==> config.mk <==
export PLATFORM = sky130hd
export DESIGN_NAME = sub128_seq
export DESIGN_NICKNAME = d
export VERILOG_FILES = /design/src/rtl/sub128_pkg.sv /design/src/rtl/sub_slice.sv /design/src/rtl/sub128_seq.sv
export SDC_FILE = /design/constraint.sdc
export NUM_CORES = 1
export LEC_CHECK = 0
export CAP_MARGIN = 0
export CELL_PAD_IN_SITES_DETAIL_PLACEMENT = 0
export CELL_PAD_IN_SITES_GLOBAL_PLACEMENT = 2
export CORE_MARGIN = 2
export CORE_UTILIZATION = 28
export DETAILED_ROUTE_END_ITERATION = 16
export PLACE_DENSITY_LB_ADDON = 0.15
export SYNTH_ARGS = -nofsm -noshare
export SYNTH_HDL_FRONTEND = slang
export SYNTH_SLANG_ARGS = --single-unit
==> constraint.sdc <==
create_clock -name clk -period 16.45 [get_ports clk]
set_clock_uncertainty 0.1 [all_clocks]
set_input_delay 4.935 -clock clk [delete_from_list [all_inputs] [get_ports clk]]
set_output_delay 4.935 -clock clk [all_outputs]
set_load 0.005 [all_outputs]
==> src/rtl/sub128_pkg.sv <==
// rtl/sub128_pkg.sv - shared state encoding and default sizing for sub128_seq
package sub128_pkg;

  localparam int DEF_WIDTH  = 128;
  localparam int DEF_CHUNK  = 16;
  localparam int DEF_NCHUNK = DEF_WIDTH / DEF_CHUNK;

  typedef enum logic [1:0] {
    S_IDLE = 2'd0,
    S_RUN  = 2'd1,
    S_DONE = 2'd2
  } state_t;

endpackage

==> src/rtl/sub_slice.sv <==
// rtl/sub_slice.sv - combinational CHUNK-bit subtract-with-borrow slice
//  a, b   in   CHUNK  slice operands
//  bin    in   1      borrow into the slice
//  d      out  CHUNK  slice difference
//  bout   out  1      borrow out of the slice
module sub_slice #(
  parameter int CHUNK = 16
) (
  input  logic [CHUNK-1:0] a,
  input  logic [CHUNK-1:0] b,
  input  logic             bin,
  output logic [CHUNK-1:0] d,
  output logic             bout
);

  logic [CHUNK:0] sum;

  // Two's-complement subtract: a + ~b + carry, carry-in is the inverted borrow.
  always_comb begin
    sum  = {1'b0, a} + {1'b0, ~b} + {{CHUNK{1'b0}}, ~bin};
    d    = sum[CHUNK-1:0];
    bout = ~sum[CHUNK];
  end

endmodule

==> src/rtl/sub128_seq.sv <==
// rtl/sub128_seq.sv - multi-cycle WIDTH-bit subtractor, one CHUNK slice per clock
//  clk, rst          clock, asynchronous active-high reset
//  in_valid/in_ready operand handshake (a, b, bin)
//  out_valid/out_ready result handshake (d, bout)
//  zero, ovf         result flags, present only when SUB128_FLAGS_EN is defined
module sub128_seq
  import sub128_pkg::*;
#(
  parameter int WIDTH = DEF_WIDTH,
  parameter int CHUNK = DEF_CHUNK
) (
  input  logic             clk,
  input  logic             rst,
  input  logic             in_valid,
  output logic             in_ready,
  input  logic [WIDTH-1:0] a,
  input  logic [WIDTH-1:0] b,
  input  logic             bin,
  output logic             out_valid,
  input  logic             out_ready,
  output logic [WIDTH-1:0] d,
`ifdef SUB128_FLAGS_EN
  output logic             zero,
  output logic             ovf,
`endif
  output logic             bout
);

  localparam int NCHUNK = WIDTH / CHUNK;
  localparam int IDX_W  = (NCHUNK > 1) ? $clog2(NCHUNK) : 1;

  if (WIDTH % CHUNK != 0) begin : g_bad_width
    $error("sub128_seq: WIDTH must be a multiple of CHUNK");
  end

  state_t           state;
  logic [WIDTH-1:0] a_r;
  logic [WIDTH-1:0] b_r;
  logic             borrow;
  logic [IDX_W-1:0] idx;

  logic [CHUNK-1:0] a_s;
  logic [CHUNK-1:0] b_s;
  logic [CHUNK-1:0] d_s;
  logic             bo_s;
  logic             last;

  always_comb begin
    a_s  = a_r[int'(idx)*CHUNK +: CHUNK];
    b_s  = b_r[int'(idx)*CHUNK +: CHUNK];
    last = (idx == IDX_W'(NCHUNK - 1));
  end

  sub_slice #(.CHUNK(CHUNK)) u_slice (
    .a    (a_s),
    .b    (b_s),
    .bin  (borrow),
    .d    (d_s),
    .bout (bo_s)
  );

`ifdef SUB128_FLAGS_EN
  // Full result as it will look once the current slice is written; flags
  // are taken from this on the final slice so they line up with out_valid.
  logic [WIDTH-1:0] d_full;
  always_comb begin
    d_full = d;
    d_full[int'(idx)*CHUNK +: CHUNK] = d_s;
  end
`endif

  always_ff @(posedge clk or posedge rst) begin
    if (rst) begin
      state     <= S_IDLE;
      in_ready  <= 1'b1;
      out_valid <= 1'b0;
      a_r       <= '0;
      b_r       <= '0;
      borrow    <= 1'b0;
      idx       <= '0;
      d         <= '0;
      bout      <= 1'b0;
`ifdef SUB128_FLAGS_EN
      zero      <= 1'b0;
      ovf       <= 1'b0;
`endif
    end else begin
      case (state)
        S_IDLE: begin
          if (in_valid) begin
            a_r      <= a;
            b_r      <= b;
            borrow   <= bin;
            idx      <= '0;
            in_ready <= 1'b0;
            state    <= S_RUN;
          end
        end
        S_RUN: begin
          d[int'(idx)*CHUNK +: CHUNK] <= d_s;
          borrow <= bo_s;
          if (last) begin
            bout      <= bo_s;
            idx       <= '0;
            out_valid <= 1'b1;
            state     <= S_DONE;
`ifdef SUB128_FLAGS_EN
            zero <= (d_full == '0);
            ovf  <= (a_r[WIDTH-1] != b_r[WIDTH-1]) && (d_full[WIDTH-1] != a_r[WIDTH-1]);
`endif
          end else begin
            idx <= idx + 1'b1;
          end
        end
        S_DONE: begin
          // New operands are never taken here; in_ready rises only back in IDLE.
          if (out_ready) begin
            out_valid <= 1'b0;
            in_ready  <= 1'b1;
            state     <= S_IDLE;
          end
        end
        default: begin
          state     <= S_IDLE;
          in_ready  <= 1'b1;
          out_valid <= 1'b0;
        end
      endcase
    end
  end

endmodule

==> results of run 1 <==
==> flip-flops by register name, summed over array words and instances (netlist names) <==
register and cells:
d 128, out_valid 1, b_r 128, bout 1, idx 3, state 2
a_r 128, borrow 1, in_ready 1
==> cell usage after synthesis (10+ instances only) <==
library cell / count
o21ai_0: 98
mux2i_1: 16
mux2_2: 17
nand2_1: 947
dfrtp_1: 392
nor2_1: 14
buf_2: 13
o31ai_1: 24
nor3_1: 10
ha_1: 19
a21oi_1: 13
clkbuf_1: 85
mux4_2: 64
==> cell usage in the layout (no fill, tap or decap), drive strengths merged, types with 4 or more instances in the layout <==
cell / n
nand2: 947
dfrtp: 392
clkdlybuf4s50: 391
o21ai: 99
clkbuf: 68
mux4: 64
o31ai: 24
buf: 23
ha: 19
mux2: 19
mux2i: 16
nor2: 14
a21oi: 13
nor3: 10
a21o: 8
or2: 8
clkinv: 8
inv: 8
nand2b: 6
nand3: 6
xnor2: 6
and2: 5
xor2: 5
or3: 5
bufinv: 4
==> power groups by stage <==
stage                     Clock (mW)  Sequential, mW  Combinational [mW]
after floorplan                    0            1.60                1.81
after global placement             0            1.70                3.19
after detailed placement           0            1.72                3.23
after CTS                       1.09            1.70                3.24
after global routing            1.13            1.76                3.50
final                           1.06            1.70                3.16
==> through the flow <==
| step | setup slack (ns) | std cells | area [um^2] | util (%) | power (mW) |
|---|---|---|---|---|---|
| finish | 8.98 | 3043 | 23700 | 38.5 | 5.91 |
| global route | 8.63 | 3043 | 23700 | 38.5 | 6.38 |
| CTS | 9.06 | 3043 | 23700 | 38.5 | 6.03 |
| detailed placement | 8.44 | 2960 | 22100 | 35.9 | 4.94 |
| global placement | 8.48 | 2960 | 22100 | 35.9 | 4.90 |
| floorplan | 0.491 | 1817 | 17400 | - | 3.40 |
==> worst min-delay path, stage by stage (launching register included) <==
cell and delay, ns:
dfrtp_1 0.34, nand2_1 0.05, nand2_1 0.05
==> area by class of cell <==
cell class / count / area, um^2
multi-input combinational: 1309 / 7110
sequential: 393 / 9840
tap: 837 / 1050
clock inverter: 15 / 188
timing repair buffer: 414 / 4100
fill: 6264 / 37900
inverter: 7 / 33.8
clock buffer: 68 / 1390
==> path summary, 6_finish.rpt <==
path	start	endpoint	slack, ns	cells after the start
setup / recovery	rst	b_r[89]	8.98	4
hold / removal	a_r[121]	a_r[121]	0.37	2
setup reg to reg	idx[0]	d[57]	10.83	11
hold reg to reg	a_r[121]	a_r[121]	0.37	2
max in group clk	in_valid	b_r[101]	9.58	6
min in group asynchronous	rst	d[18]	4.78	2
==> cells by family after synthesis <==
group | synth area share, %
AOI/OAI and AO/OA | 5.62
xor gates and xnor gates | 0.596
adders and majority gates | 1.59
buffers and inverters | 2.72
DFF | 56.5
muxes | 10.4
and+or+nand+nor | 22.5
==> layer usage <==
| layer | global-route usage, % | up-vias |
|---|---|---|
| li1 | - | 6619 |
| met1 | 25.1 | 6674 |
| met2 | 30.4 | 307 |
| met3 | 3.03 | 69 |
| met4 | 4.34 | 2 |
| met5 | 0 | - |
==> results by group, run 1 <==
Status
  – Status: finished, final reports clean

Timing
  – Upper clock frequency limit: 134 MHz
  – Endpoints failing setup: 0
  – Slew Limit Fails: 0
  – Unrepaired setup endpoints after global routing: false
  – Period utilization: 45.4%
  – Tightest Pin Transition: 1.16 ns
  – Min Tclk post-route: 7.47 ns
  – Worst hold slack: 0.370 ns
  – Setup_tns: 0 ns
  – Final Hold Viols: 0
  – Slew headroom: 22.2%

Routing
  – Top sig layer: met5
  – Routed via count: 13,700
  – DRC violation count after routing: 0
  – Met2 wire length: 28.0 mm
  – Metal-1 WL: 26.9 mm
  – TritonRoute pass-1 iters: 4
  – DR WL/cell: 19.2 um
  – DRT antenna net count: 0
  – Drt total wl: 58.5 mm
  – Via density: 4.49
  – Detailed Route Iter0 Violations: 740
  – WL met3: 2.44 mm

Synth
  – Sequential area share after synthesis: 56.5%
  – EDFF count, synth: 0
  – Area share of the largest cell type after synthesis: 56.3%
  – Synth area leaders: dfrtp_1 56%, nand2_1 20%, mux4_2 8.3%
  – Main synth FF type: dfrtp_1
  – Syn avg cell area: 9.59 um^2
  – Post-Syn Area: 17,400 um^2
  – Synth unique cells: 53
  – Synth Instances: 1,817
  – Post-synthesis register bit count: 393
  – Fraction of registers with async set/reset: 100%
  – Mapped Nets: 2,099
  – YS warnings: 0
  – Yosys top cell by area: dfrtp_1

Placed design
  – GP Congestion: 0.787
  – IO Port Bufs: 391
  – HPWL after DPL: 41.8 mm

Pwr
  – Combinational power share: 53.4%
  – Maximum ir drop on the vdd rail: 243 uV
  – Int Power: 3.29 mW
  – Reg power frac: 28.7%
  – Leakage: 11.2 nW
  – Sw Share: 44.4%
  – Clock Power Share: 18.0%
  – Power Density: 249 nW/um^2
  – Net Switching: 2.63 mW

Die
  – Ports: 392
  – Initial Utilization: 28.3%
  – Cell row count: 91
  – Core ar.: 61,600 um^2
  – Die ar.: 64,200 um^2
  – DIE WIDTH: 253 um
  – Die height: 253 um

Global routing
  – Vias in the first global route: 14,400
  – Initial antenna violation count: 1
  – Largest net degree at the start of global routing: 165
  – Global route overflow: 0
  – GRT Overall Usage: 18.4%
  – First-pass GRT wire length: 88.5 mm

Clock tree
  – Clk sinks: 393
  – Worst-Skew Late Latency: 0.57 ns
  – Reg clk slew, reported paths: 0.06 ns
  – Htree depth: 2
  – Post-CTS Setup Inserts: 0
  – CTS Buf Count: 46
  – Hold_buf cts: 0
  – Post_cts resized: 0
  – Clock Tree Buf Depth: 3
  – CTS tree: yes
  – CTS Root Cell: clkbuf_16

Finish
  – Area Growth Syn to Fin: 36.1%
  – Share of layout cells above drive strength 1: 8.88%
  – Fin nets: 2,453
  – Diodes inserted: 0

Setup path
  – Worst path top cell family by delay: buffers and inverters
  – CP Buf/Inv Count: 4
  – CP Data Required Time: 16.86 ns
  – Critical path arrival: 7.88 ns
  – CP Max Fanout: 164
  – Critical path type: input port to async pin
  – Critical Path Max Stage Delay: 0.79 ns
  – Worst path slowest cell: buf_4
  – Cell chain of the critical path: clkdlybuf4s50_1 -> inv_8 -> buf_4 -> buf_12
  – CP Capture Type: async pin
  – Worst setup SP type: input port

Min path
  – Worst Hold Class: flop to flop

Flow run
  – Max-cap violations: 0
Note: power is estimated with default switching activity, not from simulation.
==> run 2: changes to the inputs <==
--- a/config.mk
+++ b/config.mk
@@ -9,7 +9,7 @@
 export CELL_PAD_IN_SITES_DETAIL_PLACEMENT = 0
 export CELL_PAD_IN_SITES_GLOBAL_PLACEMENT = 2
 export CORE_MARGIN = 2
-export CORE_UTILIZATION = 28
+export CORE_UTILIZATION = 31
 export DETAILED_ROUTE_END_ITERATION = 16
 export PLACE_DENSITY_LB_ADDON = 0.15
 export SYNTH_ARGS = -nofsm -noshare
==> constraint.sdc (replaced) <==
create_clock -name clk -period 7.3 [get_ports clk]
set_clock_uncertainty 0.1 [all_clocks]
set_input_delay 2.19 -clock clk [delete_from_list [all_inputs] [get_ports clk]]
set_output_delay 2.19 -clock clk [all_outputs]
set_load 0.005 [all_outputs]
==> run 2 against run 1 <==
Effect of this change: non-clock buffer count shrank 3; sequential share of layout area grew 0.28 points; largest power group unchanged; sequential power grew 120%.
==> results by group, run 2 (synthesis gave the netlist of run 1 again) <==
Status
  – Status: finished, final reports clean

Finish
  – Share of layout cells above drive strength 1: 8.62%
  – # fillers: 5,494
  – Diodes inserted: 0
  – Storage cell area: 9840 um^2
  – Non-Filler Instances: 2,951
  – Fin nets: 2,449
  – Area Growth Syn to Fin: 35.2%
  – Most frequent cells in the layout: 947 x nand2_1, 391 x clkdlybuf4s50_1, 390 x dfrtp_1
  – Area of the multi-input gates: 7110 um^2
  – Fin util: 42.6%
  – Regs by FF count: a_r x128, b_r x128, d x128
  – Commonest non-fill, non-tap cell in the layout: nand2_1

Setup path
  – CP Data Required Time: 7.65 ns
  – Cell chain of the critical path: buf_4 -> mux4_2 -> mux2i_1 -> ha_1 -> a21oi_1 -> o21ai_0 -> or2_2 -> o211ai_1 -> nor2_1 -> mux2_2
  – Critical path arrival: 5.04 ns
  – Worst path slowest cell: dfrtp_4
  – Setup slack, reg-to-reg: 2.61 ns
  – Worst R2R End: d[58]
  – Critical R2R Launch: idx[0]
  – CP Buf/Inv Count: 1
  – Critical path type: flop to flop
  – Worst R2R Path Depth: 10
  – Worst path top cell family by delay: compound AO/OA/AOI/OAI gates
  – CP Capture Type: flop
  – CP Max Fanout: 30
  – Worst setup path start: idx[0]
  – Worst setup SP type: flop
  – Critical Path Max Stage Delay: 0.78 ns

Clock tree
  – Reg clk slew, reported paths: 0.06 ns
  – Clk sinks: 393
  – Clock Tree Buf Depth: 3
  – Post_cts resized: 0
  – CTS Root Cell: clkbuf_16
  – CTS tree: yes
  – Htree depth: 2
  – Worst-Skew Late Latency: 0.57 ns
  – Hold_buf cts: 0
  – CTS Buf Count: 45
  – Post-CTS Setup Inserts: 0

Flow run
  – Max-cap violations: 0

Die
  – Ports: 392
  – Die height: 241 um
  – DIE WIDTH: 241 um
  – Cell row count: 86
  – Core ar.: 55,300 um^2
  – Die ar.: 58,100 um^2
  – Initial Utilization: 31.5%

Timing
  – Unrepaired setup endpoints after global routing: false
  – Upper clock frequency limit: 213 MHz
  – Tightest Pin Transition: 1.16 ns
  – Final Hold Viols: 0
  – Period utilization: 64.2%
  – Min Tclk post-route: 4.69 ns
  – Endpoints failing setup: 0
  – Slew headroom: 22.4%
  – Worst hold slack: 0.368 ns
  – Slew Limit Fails: 0

Global routing
  – Largest net degree at the start of global routing: 217
  – Global route overflow: 0
  – Vias in the first global route: 14,100
  – Initial antenna violation count: 1
  – GRT Overall Usage: 20.1%
  – First-pass GRT wire length: 87.3 mm

Pwr
  – Int Power: 7.29 mW
  – Sw Share: 44.6%
  – Reg power frac: 29.1%
  – Clock Power Share: 17.3%
  – Leakage: 11.2 nW
  – Net Switching: 5.86 mW
  – Maximum ir drop on the vdd rail: 445 uV
  – Design Power: 13.1 mW
  – Combinational power share: 53.6%
  – Power Density: 558 nW/um^2

Routing
  – TritonRoute pass-1 iters: 4
  – DR WL/cell: 19.7 um
  – Routed via count: 13,600
  – Via density: 4.60
  – DRC violation count after routing: 0
  – DRT antenna net count: 0
  – Drt total wl: 58.1 mm
  – Detailed Route Iter0 Violations: 674

Min path
  – Worst Hold End: a_r[101]
  – Hold Startpoint: a_r[101]
  – Worst Hold Class: flop to flop
  – Hold depth: 2

Placed design
  – GP Congestion: 0.790
  – IO Port Bufs: 391
  – HPWL after DPL: 42.1 mm
  – Placed Cells: 2,868
==> run 2: cell count changes in the layout (fill, tap and decap cells not counted), sizes merged <==
cell / change
clkbuf: +5
bufinv: -3
clkinv: -1
inv: -1
buf: -3
==> run 2: through the flow <==
stage / cell area, um^2 / TNS (ns) / setup slack, ns
global route: 23500 / 0 / 2.25
finish: 23500 / 0 / 2.61
floorplan: 17400 / -108.60 / -0.277
global placement: 22000 / 0 / 2.59
detailed placement: 22000 / 0 / 2.45
CTS: 23500 / 0 / 2.44
==> run 2: layout make-up <==
cell class | count | share of cell area (%)
inverter | 7 | 0.128
sequential | 393 | 41.8
clock buffer | 73 | 6.05
timing repair buffer | 411 | 17.5
clock inverter | 10 | 0.377
tap | 748 | 3.97
multi-input combinational | 1309 | 30.2
==> run 2: tightest hold or removal path, stage by stage (launching register included) <==
cell and delay [ns]:
dfrtp_1 0.34, nand2_1 0.05, nand2_1 0.05
==> run 2: worst max path at each step <==
| stage | end | slack (ns) | cells after the start |
|---|---|---|---|
| CTS | d[11] | 2.44 | 9 |
| floorplan | a_r[0] | -0.28 | 1 |
| global route | d[62] | 2.25 | 11 |
| finish | d[58] | 2.61 | 10 |
| global placement | d[43] | 2.59 | 9 |
| detailed placement | d[11] | 2.45 | 9 |
==> run 2: per-layer routing <==
metal	global-route usage, %	share of wire (%)	wire [um]
met5	0	0.028	16
met4	4.83	1.8	1040
met3	3.23	4.4	2540
met2	33.1	48	28000
met1	27.7	46	26600
==> run 2: power groups by stage <==
stage / clock, mW / combinational [mW] / sequential [mW]
2_1_floorplan: 0 / 4.07 / 3.61
3_3_place_gp: 0 / 7.19 / 3.85
3_5_place_dp: 0 / 7.22 / 3.87
4_1_cts: 2.35 / 7.24 / 3.84
5_1_grt: 2.43 / 7.77 / 3.95
6_report: 2.27 / 7.05 / 3.82
==> run 3: changes to the inputs <==
--- a/config.mk
+++ b/config.mk
@@ -9,7 +9,7 @@
 export CELL_PAD_IN_SITES_DETAIL_PLACEMENT = 0
 export CELL_PAD_IN_SITES_GLOBAL_PLACEMENT = 2
 export CORE_MARGIN = 2
-export CORE_UTILIZATION = 31
+export CORE_UTILIZATION = 28
 export DETAILED_ROUTE_END_ITERATION = 16
 export PLACE_DENSITY_LB_ADDON = 0.15
 export SYNTH_ARGS = -nofsm -noshare
==> constraint.sdc (replaced) <==
create_clock -name clk -period 4.05 [get_ports clk]
set_clock_uncertainty 0.1 [all_clocks]
set_input_delay 1.215 -clock clk [delete_from_list [all_inputs] [get_ports clk]]
set_output_delay 1.215 -clock clk [all_outputs]
set_load 0.005 [all_outputs]
==> run 3 against run 2 <==
Effect of this change: clock power is 91% higher; design area up 3.7%; clock-buffer cell count increased by 1; die area grew 11%; critical path depth up 3; power increased by 94%; critical path type unchanged; critical endpoint unchanged; largest cell class unchanged.
==> results by group, run 3 (synthesis gave the netlist of run 1 again) <==
Die
  – Die height: 253 um
  – Initial Utilization: 28.3%
  – Die ar.: 64,200 um^2
  – DIE WIDTH: 253 um
  – Core ar.: 61,600 um^2
  – Cell row count: 91
  – Ports: 392

Clock tree
  – CTS Buf Count: 46
  – Clk sinks: 393
  – Worst-Skew Late Latency: 0.58 ns
  – CTS Root Cell: clkbuf_16
  – Clock Tree Buf Depth: 3
  – Htree depth: 2
  – CTS tree: yes
  – Reg clk slew, reported paths: 0.06 ns

Global routing
  – Vias in the first global route: 14,400
  – First-pass GRT wire length: 91.6 mm
  – Global route overflow: 0
  – Initial antenna violation count: 1
  – GRT Overall Usage: 19.1%
  – Largest net degree at the start of global routing: 126

Finish
  – Share of layout cells above drive strength 1: 10.8%
  – Commonest non-fill, non-tap cell in the layout: nand2_1
  – Area Growth Syn to Fin: 40.1%
  – Regs by FF count: a_r x128, b_r x128, d x128
  – # fillers: 6,158
  – Fin nets: 2,498
  – Diodes inserted: 0
  – Most frequent cells in the layout: 947 x nand2_1, 391 x clkdlybuf4s50_1, 390 x dfrtp_1

Timing
  – Slew Limit Fails: 0
  – Setup ws final: 0.238 ns
  – Tightest Pin Transition: 1.00 ns
  – Min Tclk post-route: 3.81 ns
  – Slew headroom: 33.1%
  – Upper clock frequency limit: 262 MHz
  – Period utilization: 94.1%
  – Unrepaired setup endpoints after global routing: false
  – Endpoints failing setup: 0
  – Setup_tns: 0 ns
  – Final Hold Viols: 0

Setup path
  – CP Max Fanout: 8
  – Critical path type: flop to flop
  – Setup slack, reg-to-reg: 0.24 ns
  – Worst setup path end: d[58]
  – Worst R2R End: d[58]
  – Critical R2R Launch: idx[0]
  – CP Data Required Time: 4.41 ns
  – CP Capture Type: flop
  – Critical path arrival: 4.17 ns
  – Worst setup path start: idx[0]
  – Worst setup SP type: flop
  – Worst R2R Path Depth: 13

Pwr
  – Net Switching: 11.0 mW
  – Combinational power share: 56.2%
  – Power Density: 1040 nW/um^2
  – Reg power frac: 26.8%
  – Leakage: 11.5 nW
  – Int Power: 14.4 mW
  – Sw Share: 43.3%
  – Clock Power Share: 17.0%
  – Design Power: 25.5 mW
  – Maximum ir drop on the vdd rail: 910 uV

Min path
  – Worst Hold Class: flop to flop

Routing
  – DRT antenna net count: 0
  – Drt total wl: 61.2 mm
  – Via density: 4.52
  – DR WL/cell: 19.8 um
  – Detailed Route Iter0 Violations: 837
  – DRC violation count after routing: 0
  – Routed via count: 13,900
  – TritonRoute pass-1 iters: 5

Placed design
  – HPWL after DPL: 45.3 mm
  – IO Port Bufs: 391
  – Post-Place Worst Slack: -0.0453 ns
  – GP Congestion: 0.817

Flow run
  – Max-cap violations: 0

Status
  – Status: finished, final reports clean
-- run 3: cell types whose count changed in the layout (fill, tap and decap cells not counted), moves of 2 or more --
cell and change:
buf_12 +15, buf_16 +2, buf_4 +27, buf_6 +2, bufinv_16 +2, clkbuf_16 +4
clkinv_4 -2
-- run 3: worst min-delay path by stage --
stage | slack (ns) | depth (start not counted) | to | startpoint
finish | 0.37 | 2 | b_r[35] | b_r[35]
CTS | 0.37 | 2 | b_r[35] | b_r[35]
global placement | 0.35 | 2 | a_r[66] | a_r[66]
floorplan | 0.34 | 2 | a_r[100] | a_r[100]
detailed placement | 0.36 | 2 | b_r[35] | b_r[35]
global route | 0.38 | 2 | a_r[95] | a_r[95]
-- run 3: area by class of cell --
cell class / instances / area (um^2) / area share [%]
Clock inverter: 8 / 118 / 0.482
Inverter: 7 / 30.0 / 0.123
Timing Repair Buffer: 459 / 4740 / 19.4
Sequential cell: 393 / 9840 / 40.3
Tap cell: 837 / 1050 / 4.29
Multi-Input combinational cell: 1309 / 7160 / 29.3
Clock buffer: 74 / 1470 / 6.02
-- run 3: power groups by stage --
stage	clock network, mW	registers [mW]	logic, mW
2_1_floorplan	0	6.50	7.33
3_3_place_gp	0	6.88	14.2
3_5_place_dp	0	6.89	14.2
4_1_cts	4.45	6.84	14.3
5_1_grt	4.62	7.05	15.7
6_report	4.33	6.83	14.3
-- run 3: timing repair --
action | 4_1_cts | 5_1_grt
hold buffers | 0 | 0
setup buffers | 0 | 2
gates resized for setup | 2 | 12
endpoints found under the setup margin | 8 | 34
cloned | 0 | 2
pin swaps | 0 | 1
-- run 3: through the flow --
stage / hold slack (ns) / instances / util [%] / instance area [um^2]
detailed placement: 0.357 / 3001 / 36.8 / 22700
floorplan: 0.340 / 1817 / - / 17400
global route: 0.383 / 3087 / 39.6 / 24400
CTS: 0.372 / 3083 / 39.4 / 24300
global placement: 0.353 / 3001 / 36.8 / 22700
finish: 0.366 / 3087 / 39.6 / 24400
-- run 3: routing by layer --
layer,routed length [um],GRT usage (%),vias to the layer above
met4,1260,5.22,2
met1,27700,26.1,6776
met3,2910,3.13,67
li1,-,-,6740
met2,29300,31.5,359
met5,16,0,-
-- run 3: worst max-delay path, cell delays in order (launching register included) --
cell and delay (ns):
dfrtp_4 0.54, buf_6 0.18, buf_4 0.17, mux4_2 0.55, nand2_1 0.11, nand2_1 0.08
ha_1 0.32, buf_4 0.16, a21oi_1 0.20, o21ai_0 0.16, or2_2 0.29, o211ai_1 0.47
nor2_1 0.08, mux2_2 0.27
